`src/rtl/hazard_ctrl_mdu.sv`:
```
// hazard_ctrl_mdu: forwarding, load-use, branch flush and blocking MDU stall control for a 5-stage RV32 core.
// Optional saturating stall/flush performance counters are built when HAZARD_PERF_EN is defined.
module hazard_ctrl_mdu #(
    parameter int REG_AW  = 5,
    parameter int MDU_LAT = 4,
    parameter int CNT_W   = 32
) (
    input  logic              clk,
    input  logic              rst_n,
    input  logic [REG_AW-1:0] rs1D,
    input  logic [REG_AW-1:0] rs2D,
    input  logic [REG_AW-1:0] rs1E,
    input  logic [REG_AW-1:0] rs2E,
    input  logic [REG_AW-1:0] rdE,
    input  logic [REG_AW-1:0] rdM,
    input  logic [REG_AW-1:0] rdW,
    input  logic              regWriteM,
    input  logic              regWriteW,
    input  logic              memReadE,
    input  logic              pcsrcE,
    input  logic              mduStartE,
    output logic [1:0]        forwardAE,
    output logic [1:0]        forwardBE,
    output logic              stallF,
    output logic              stallD,
    output logic              stallE,
    output logic              flushD,
    output logic              flushE,
    output logic              flushM,
    output logic              mduBusy,
    output logic              mduDone,
    output logic [CNT_W-1:0]  stallCount,
    output logic [CNT_W-1:0]  flushCount
);
    localparam int CW = $clog2(MDU_LAT + 1);
    typedef enum logic {IDLE, BUSY} state_t;
    state_t state;
    logic [CW-1:0] cnt;
    logic fwd_m1, fwd_w1, fwd_m2, fwd_w2, lu, mdu_stall;

    assign fwd_m1 = regWriteM && rdM != '0 && rdM == rs1E;
    assign fwd_w1 = regWriteW && rdW != '0 && rdW == rs1E;
    assign fwd_m2 = regWriteM && rdM != '0 && rdM == rs2E;
    assign fwd_w2 = regWriteW && rdW != '0 && rdW == rs2E;
    assign forwardAE = fwd_m1 ? 2'b10 : fwd_w1 ? 2'b01 : 2'b00;
    assign forwardBE = fwd_m2 ? 2'b10 : fwd_w2 ? 2'b01 : 2'b00;

    assign lu = memReadE && rdE != '0 && (rdE == rs1D || rdE == rs2D);
    assign mdu_stall = (state == IDLE) ? mduStartE : (cnt > CW'(1));
    assign mduBusy = (state == BUSY);
    assign mduDone = (state == BUSY) && cnt == CW'(1);

    // MDU stall dominates; a taken branch cancels the load-use stall since Decode is on the wrong path
    assign stallF = mdu_stall || (lu && !pcsrcE);
    assign stallD = stallF;
    assign stallE = mdu_stall;
    assign flushM = mdu_stall;
    assign flushD = !mdu_stall && pcsrcE;
    assign flushE = !mdu_stall && (pcsrcE || lu);

    always_ff @(posedge clk or negedge rst_n) begin
        if (!rst_n) begin
            state <= IDLE;
            cnt   <= '0;
        end else if (state == IDLE) begin
            if (mduStartE) begin
                state <= BUSY;
                cnt   <= CW'(MDU_LAT - 1);
            end
        end else if (cnt > CW'(1)) begin
            cnt <= cnt - 1'b1;
        end else begin
            state <= IDLE;
            cnt   <= '0;
        end
    end

`ifdef HAZARD_PERF_EN
    logic [CNT_W-1:0] sc, fc;
    always_ff @(posedge clk or negedge rst_n) begin
        if (!rst_n) begin
            sc <= '0;
            fc <= '0;
        end else begin
            if (stallF && sc != '1) sc <= sc + 1'b1;
            if (pcsrcE && fc != '1) fc <= fc + 1'b1;
        end
    end
    assign stallCount = sc;
    assign flushCount = fc;
`else
    assign stallCount = '0;
    assign flushCount = '0;
`endif
endmodule
```
`config.mk`:
```
export PLATFORM = sky130hd
export DESIGN_NAME = hazard_ctrl_mdu
export DESIGN_NICKNAME = d
export VERILOG_FILES = /design/src/rtl/hazard_ctrl_mdu.sv
export SDC_FILE = /design/constraint.sdc
export NUM_CORES = 1
export LEC_CHECK = 0
export CAP_MARGIN = 10
export CORE_ASPECT_RATIO = 2
export CORE_MARGIN = 4
export CORE_UTILIZATION = 30
export DETAILED_ROUTE_END_ITERATION = 10
export PLACE_DENSITY_LB_ADDON = 0.12
export SLEW_MARGIN = 30
export SYNTH_ARGS = -nofsm -noshare
export SYNTH_HDL_FRONTEND = slang
export SYNTH_SLANG_ARGS = --single-unit
```
`constraint.sdc`:
```
create_clock -name clk -period 2.8 [get_ports clk]
set_input_delay 0.42 -clock clk [delete_from_list [all_inputs] [get_ports clk]]
set_output_delay 0.42 -clock clk [all_outputs]
set_load 0.005 [all_outputs]
```
Yosys cells after proc, flatten, opt, wreduce, memory -nomap -nowiden
Cells that the tools add are included.
{"block": "totals", "regBits": 4, "inputBits": 42, "output_inout_bits": 76, "word_cells": 43}
{"block": "op_classes", "add_sub_neg": 1, "order_cmp": 1, "n_eq_ne": 7, "muxes": 11, "reduce_logical": 21}
{"op": "$eq 5x5->1", "n": 6}
{"op": "$reduce_bool 5->1", "n": 3}
{"op": "$logic_and 1x1->1", "n": 12}
{"op": "$mux 3", "n": 3}
{"op": "$mux 1", "n": 6}
{"op": "$mux 2", "n": 2}
{"op": "$eq 3x1->1 const B", "n": 1}
{"op": "$gt 3x1->1 const B", "n": 1}
{"op": "$logic_or 1x1->1", "n": 3}
{"op": "$sub 3x1->3 const B", "n": 1}
{"op": "$logic_not 1->1", "n": 2}
{"op": "$reduce_bool 2->1", "n": 1}

Depth between registers and ports, before layout
Gate-level depths: netlist (run 1).
{"block": "depth", "word_depth": 5, "ltp_mapped": 6}

Worst setup path before layout (run 1)
No wires, ideal clock.
{"block": "synth_timing", "path_kind": "input-to-output", "from": "input port rdE[3]", "to": "output port stallF", "arrival_time_ps": 1505, "required_ps": 2380, "path_slack_ps": 875, "cell_stages": 5, "path_cell_list": "xor2_1 -> nor3_1 -> a22oi_1 -> o311ai_0 -> buf_4"}
{"block": "synth_via", "elab_chain_len": 5, "elab_cells_between_ends": 8}
{"element": "from (decl)", "line_no": "14", "source": "input logic [REG_AW-1:0] rdE,"}
{"element": "$eq 5x5->1 or $reduce_bool 5->1 (tied branches)", "line_no": "48", "source": "assign lu = memReadE && rdE != '0 && (rdE == rs1D || rdE == rs2D);"}
{"element": "$logic_or 1x1->1 or $logic_and 1x1->1 (tied branches)", "line_no": "48"}
{"element": "$logic_and 1x1->1 *", "line_no": "48"}
{"element": "$logic_and 1x1->1 *", "line_no": "54", "source": "assign stallF = mdu_stall || (lu && !pcsrcE);"}
{"element": "$logic_or 1x1->1 *", "line_no": "54"}
{"element": "to (decl)", "line_no": "24", "source": "output logic stallF,"}
Mark *: on every way between the ends. The rest lies on a longest branch, timed or not.

Final worst setup path (run 1)
{"block": "layout_timing", "from": "input port rdM[1]", "to": "output port forwardBE[1]"}
{"block": "layout_via", "elab_chain_len": 4, "elab_cells_between_ends": 5}
{"element": "from (decl)", "line_no": "15", "source": "input logic [REG_AW-1:0] rdM,"}
{"element": "$reduce_bool 5->1", "line_no": "43", "source": "assign fwd_m2 = regWriteM && rdM != '0 && rdM == rs2E;"}
{"element": "$logic_and 1x1->1", "line_no": "43"}
{"element": "$logic_and 1x1->1 *", "line_no": "43"}
{"element": "$mux 2 *", "line_no": "46", "source": "assign forwardBE = fwd_m2 ? 2'b10 : fwd_w2 ? 2'b01 : 2'b00;"}
{"element": "to (decl)", "line_no": "23", "source": "output logic [1:0] forwardBE,"}
Marked as above.

==> metrics.cfg, run 1 <==
[outcome]
status=completed

[route]
drt-pass1-iter-count=2
ant_nets=0
viasPerCell=3.71
routed-via-count=938
drc=0
drt_iter0_markers=13
wl_mm=2.86
wl_per_cell_um=11.3

[final_layout]
area_delta_synth_final_pct=41.7
layout.cells.non_filler=253
utilization_pct=44.4
fin_nets=250
layout-drive-gt1-share_pct=10.8
num_antenna_cells=0

[clocking]
cts-root-buf=clkbuf_8
cts_tree=yes
cts_made_buffers=3
cts.clk_slew.worst_paths_ps=30
h-tree-depth=1
clkLatencyLatePin_ps=220
postCtsSetupRepairBufs=0
clock-sinks=4
clockBufferDepth=2

[setup_path]
crit_fanout=2
critical_path_class=input port to output pin
reg2reg_to=cnt[2]
slowest_stage=or4_4
critPathMostFrequentCell=clkdlybuf4s50_1
rrSetupSlack_ps=1330
required_ps=2380
crit_chain=clkdlybuf4s50_1 > or4_4 > o21ai_2 > nor4_4 > buf_4 > clkdlybuf4s50_1
start_kind=input port
worstPathArrival_ps=2300
worstSetupEndpointType=output pin
r2r_start=cnt[0]
reg2reg_depth=6
cpPeakStageDelay_ps=540

[timing]
setup_violations=0
fin_crit_ps=2720
timing.final.crit_share_pct=97.0
tns_ps=0
finalHoldViolations=0
fmax_mhz=368
rsz0062_at_grt=true
layout_setup_ws_ps=83.3
hold_slack_ps=412
slew_violations=0
skew_ps=2.38

[global_route]
grt_max_degree=8
use_met2_pct=22.4
grtUsageMet1_pct=9.50
grt-ovfl-total=0
grt_usage_pct=11.0
busiest_layer=met2
grt_pass1_vias=953
met3_usage_pct=2.97
grt_antenna_before_repair=0
grt_pass1_wl_mm=4.17

[power_and_ir_drop]
power_density_nw_per_um2=428
ir_worst_vdd_mv=0.219
p_leak_uw=0.000763
p_int_uw=446
p_clk_share_pct=17.5
switchingPower_uw=247
switching_share_pct=35.7
seq_power_share_pct=16.7
comb_power_share_pct=65.8

[yosys]
synth_top_area_cell=buf_4
synth_area_leaders=buf_4, xor2_1, dfrtp_1, xnor2_1, or4_1
synth_top_area_share_pct=44.7
synth_cell_types=27
synth_cells=142
yosys_warnings=0
synthesis.area_um2=1140
yosysSeqAreaShare_pct=8.76
ys_ff_latch=4
synth_area_per_cell_um2=8.04

[placement]
dp_cells=250
pre_cts_ws_ps=-97.0
dp_hpwl_mm=2.64
place_congestion=0.730
port_buffers=53

[floorplan]
die_h_um=95.3
die_width_um=51.6
initial_core_util_pct=31.3
die_area_um2=4920
ios=118
num_rows=31
core-area_um2=3650

[job]
maxCapViolations=0

[hold_path]
hold_path.class=input port to asynchronous set/reset pin

[power by group through the flow]
stage	Sequential (uW)	Clock, uW	Combinational (uW)
5_1_grt	120	128	505
3_3_place_gp	114	0	435
4_1_cts	116	125	449
3_5_place_dp	115	0	446
6_report	116	121	456
2_1_floorplan	110	0	277
[sequential cells by signal, indices dropped and copies added (netlist names)]
register	count
cnt	3
mduBusy	1
[cell usage after synthesis]
library cell   n
o21ai_0        1
o21ai_1        2
nor4_1         2
buf_4         68
nor4_2         2
o22ai_1        3
xnor2_1        6
a22oi_1        1
nand3_1        3
inv_1          3
o311ai_0       1
nand2b_1       1
nor2_1         4
or4_4          1
o21ba_2        1
nand2_1        1
and3b_1        1
nor3_1         2
xor2_1        24
ha_1           2
nor3b_1        1
conb_1         1
o21ai_2        1
dfrtp_1        4
o31ai_1        1
a21o_1         1
or4_1          4
[kinds of logic after synthesis]
kind of cell	Yosys count	share of synthesized area [%]
AOI/OAI and AO/OA	12	7.34
DFF	4	8.76
xor gates and xnor gates	30	23.0
and+or+nand+nor	22	12.7
adders and majority gates	2	2.19
other	1	0.328
buffers and inverters	71	45.7
[layout by cell type (no fill, tap or decap), drive strengths merged]
cell	n
clkbuf	3
dlygate4sd2	2
dfrtp	4
nor4	4
o31ai	1
nand2	1
buf	11
inv	3
clkdlybuf4s50	51
nor2	4
o22ai	3
o311ai	1
and3b	1
xor2	24
xnor2	6
nand3	3
nor3b	1
ha	2
a22oi	1
o21ba	1
conb	64
o21ai	4
nor3	2
or4	5
nand2b	1
a21o	1
[per-layer routing]
layer	up-vias	part of all wire (%)
li1	461	-
met1	406	28
met2	67	58
met3	4	12
met4	0	1.6
met5	-	0
[worst max path at each step]
stage                     startpoint           end  slack, ps  cells past startpoint
after floorplan               rdE[3]        stallF        870                      5
after global placement        rdM[1]  forwardBE[0]        -70                      6
after detailed placement      rdM[1]  forwardBE[0]       -100                      6
after CTS                     rdM[4]  forwardBE[1]         60                      7
after global routing          rdM[1]  forwardBE[0]       -0.2                      6
final                         rdM[1]  forwardBE[1]         80                      6
[area by class of cell]
class	instances	area, um^2
multi-input combinational	130	795
timing repair buffer	64	611
tap	49	61.3
sequential	4	100
fill	406	2030
clock buffer	3	41.3
inverter	3	11.3
[per-stage QoR]
step	area [um^2]	total power [uW]
2_1_floorplan	1380	387
3_3_place_gp	1540	549
3_5_place_dp	1540	561
4_1_cts	1590	690
5_1_grt	1620	752
6_report	1620	693
[what timing repair did]
item / CTS / global route
endpoints found under the setup margin: 6 / 4
hold buffers: 0 / 0
resized for setup: 5 / 3
pin swaps: 0 / 1
[worst max-delay path: cells and delay by family]
family / cells / cell delay, ps
compound gates: 1 / 240
buf+inv: 3 / 1000
simple gates: 2 / 630
No activity file was read; power rests on OpenSTA's default activity.
==> run 2, diff against run 1 <==
CORE_UTILIZATION = 32   (was 30)
GPL_TIMING_DRIVEN = 0   (was unset)
==> metrics.cfg, run 2 (synthesis results as in run 1) <==
[outcome]
status=completed  ; unchanged

[setup_path]
reg2reg_to=cnt[2]  ; unchanged
crit_chain=clkdlybuf4s50_1 > or4_4 > o21ai_2 > nor4_2 > buf_4 > clkdlybuf4s50_1  ; was clkdlybuf4s50_1 > or4_4 > o21ai_2 > nor4_4 > buf_4 > clkdlybuf4s50_1
crit_end=forwardBE[1]  ; unchanged
worstPathArrival_ps=2310  ; was 2300 ps
slowest_stage=or4_4  ; unchanged
start_kind=input port  ; unchanged
critPathMostFrequentCell=clkdlybuf4s50_1  ; unchanged
reg2reg_depth=6  ; unchanged
cp-startpoint=rdM[1]  ; unchanged
required_ps=2380  ; about the same
critical_path_class=input port to output pin  ; unchanged
rrSetupSlack_ps=1390  ; was 1330 ps
cpPeakStageDelay_ps=550  ; was 540 ps
crit_fanout=3  ; was 2
worstSetupEndpointType=output pin  ; unchanged
r2r_start=cnt[1]  ; was cnt[0]

[placement]
port_buffers=53  ; unchanged
place_congestion=0.794  ; was 0.730
dp_cells=306  ; was 250
dp_hpwl_mm=2.73  ; was 2.64 mm
place_area_um2=1970  ; was 1540 um^2

[power_and_ir_drop]
p_clk_share_pct=15.2  ; was 17.5%
switching_share_pct=34.8  ; was 35.7%
switchingPower_uw=275  ; was 247 uW
ir_worst_vdd_mv=0.225  ; was 0.219 mV
p_leak_uw=0.00113  ; was 0.000763 uW
comb_power_share_pct=69.1  ; was 65.8%
power_density_nw_per_um2=378  ; was 428 nW/um^2
seq_power_share_pct=15.7  ; was 16.7%
p_int_uw=516  ; was 446 uW

[route]
drt_iter0_markers=9  ; was 13
routed-via-count=1082  ; was 938
drt-pass1-iter-count=3  ; was 2
drc=0  ; unchanged
wl_mm=2.96  ; was 2.86 mm
wl_per_cell_um=9.59  ; was 11.3 um
viasPerCell=3.50  ; was 3.71
ant_nets=0  ; unchanged

[timing]
fin_crit_ps=2730  ; was 2720 ps
setup_violations=0  ; unchanged
slew_violations=0  ; unchanged
hold_slack_ps=406  ; was 412 ps
timing.final.crit_share_pct=97.7  ; was 97.0%
fmax_mhz=366  ; was 368 MHz
tns_ps=0  ; unchanged
skew_ps=0.149  ; was 2.38 ps
finalHoldViolations=0  ; unchanged
rsz0062_at_grt=true  ; unchanged

[final_layout]
largest_register_ffs=3  ; unchanged
multiInputGateArea_um2=827  ; was 795 um^2
num_antenna_cells=0  ; unchanged
fin_nets=307  ; was 250
fin_area_um2=2090  ; was 1620 um^2
final_cell_mix=buf_4, conb_1, clkdlybuf4s50_1, xor2_1, xnor2_1  ; was conb_1, clkdlybuf4s50_1, xor2_1, buf_4, xnor2_1
final_common_cell=buf_4  ; was conb_1
area_delta_synth_final_pct=83.0  ; was 41.7%
layout-drive-gt1-share_pct=32.6  ; was 10.8%
layout.cells.non_filler=309  ; was 253
fillers=317  ; was 406
seqCellArea_um2=100  ; unchanged
regMostFlops=cnt  ; unchanged

[floorplan]
die_width_um=50.3  ; was 51.6 um
initial_core_util_pct=33.4  ; was 31.3%
die_h_um=92.5  ; was 95.3 um
core-area_um2=3420  ; was 3650 um^2
num_rows=30  ; was 31
ios=118  ; unchanged
die_area_um2=4650  ; was 4920 um^2

[global_route]
grt_antenna_before_repair=0  ; unchanged
grt_max_degree=8  ; unchanged
grt_pass1_vias=1046  ; was 953
grt-ovfl-total=0  ; unchanged
grt_usage_pct=11.9  ; was 11.0%
grt_pass1_wl_mm=4.46  ; was 4.17 mm

[clocking]
clkLatencyLatePin_ps=220  ; about the same
hold_buffers=0  ; unchanged
clockBufferDepth=2  ; unchanged
h-tree-depth=1  ; unchanged
cts-root-buf=clkbuf_8  ; unchanged
cts_made_buffers=3  ; unchanged
clock-sinks=4  ; unchanged
cts.clk_slew.worst_paths_ps=30  ; about the same
cts_tree=yes  ; unchanged
postCtsSetupRepairBufs=0  ; unchanged

[job]
maxCapViolations=0  ; unchanged

[hold_path]
hold_path.class=input port to asynchronous set/reset pin  ; unchanged

==> run 2: changes by cell type in the layout (fill, tap and decap cells not counted), moves of 2 or more <==
cell,before,now
buf_4,11,68
clkdlybuf4s50_1,51,46
o21ai_4,0,2
nor3_2,0,2
nor3_1,2,0
dlymetal6s2s_1,0,5
==> run 2: worst min-delay path by stage <==
stage / from / end / slack [ps] / cells past startpoint
6_report: rst_n / cnt[0] / 410 / 1
5_1_grt: rst_n / cnt[0] / 410 / 1
4_1_cts: rst_n / cnt[2] / 400 / 1
3_5_place_dp: cnt[2] / cnt[2] / 520 / 1
3_3_place_gp: cnt[2] / cnt[2] / 520 / 1
2_1_floorplan: rst_n / cnt[0] / 120 / 0
==> run 2: repair_timing <==
item                       4_1_cts  5_1_grt
pin swaps                        0        3
hold endpoints to repair         0        0
gates resized for setup          6       15
setup endpoints to repair        5        5
==> run 2: area by class of cell <==
class                           count  share of cell area (%)
Multi-Input combinational cell    130                    39.6
Buffer                             68                    24.4
Clock buffer                        3                    1.97
Tap cell                           48                    2.87
Inverter                            3                   0.539
Timing Repair Buffer               53                    25.9
Sequential cell                     4                    4.79
==> run 2: routing by layer <==
layer / up-vias / GRT usage (%) / wire (um)
li1: 576 / - / -
met1: 448 / 10.8 / 872
met2: 56 / 24.8 / 1830
met3: 2 / 2.58 / 251
met4: 0 / 2.77 / 12
met5: - / 0 / 0
==> run 2: power groups by stage <==
stage                     Sequential (uW)  Combinational (uW)  Clock [uW]
after floorplan                       110                 277           0
after global placement                119                 509           0
after detailed placement              119                 511           0
after CTS                             120                 529         124
after global routing                  131                 598         128
final                                 125                 546         120
==> run 2: critical path: cells and delay by family <==
| kind | cells | cell delay (ps) |
|---|---|---|
| and+or+nand+nor | 2 | 640 |
| buffers and inverters | 3 | 1040 |
| AOI/OAI and AO/OA | 1 | 210 |
==> run 2: through the flow <==
step	util [%]	power [uW]	worst slack, ps
5_1_grt	61.2	856	-16.2
3_3_place_gp	57.7	628	-170
3_5_place_dp	57.7	629	-145
2_1_floorplan	-	387	875
4_1_cts	59.1	774	4.48
6_report	61.2	791	65.3
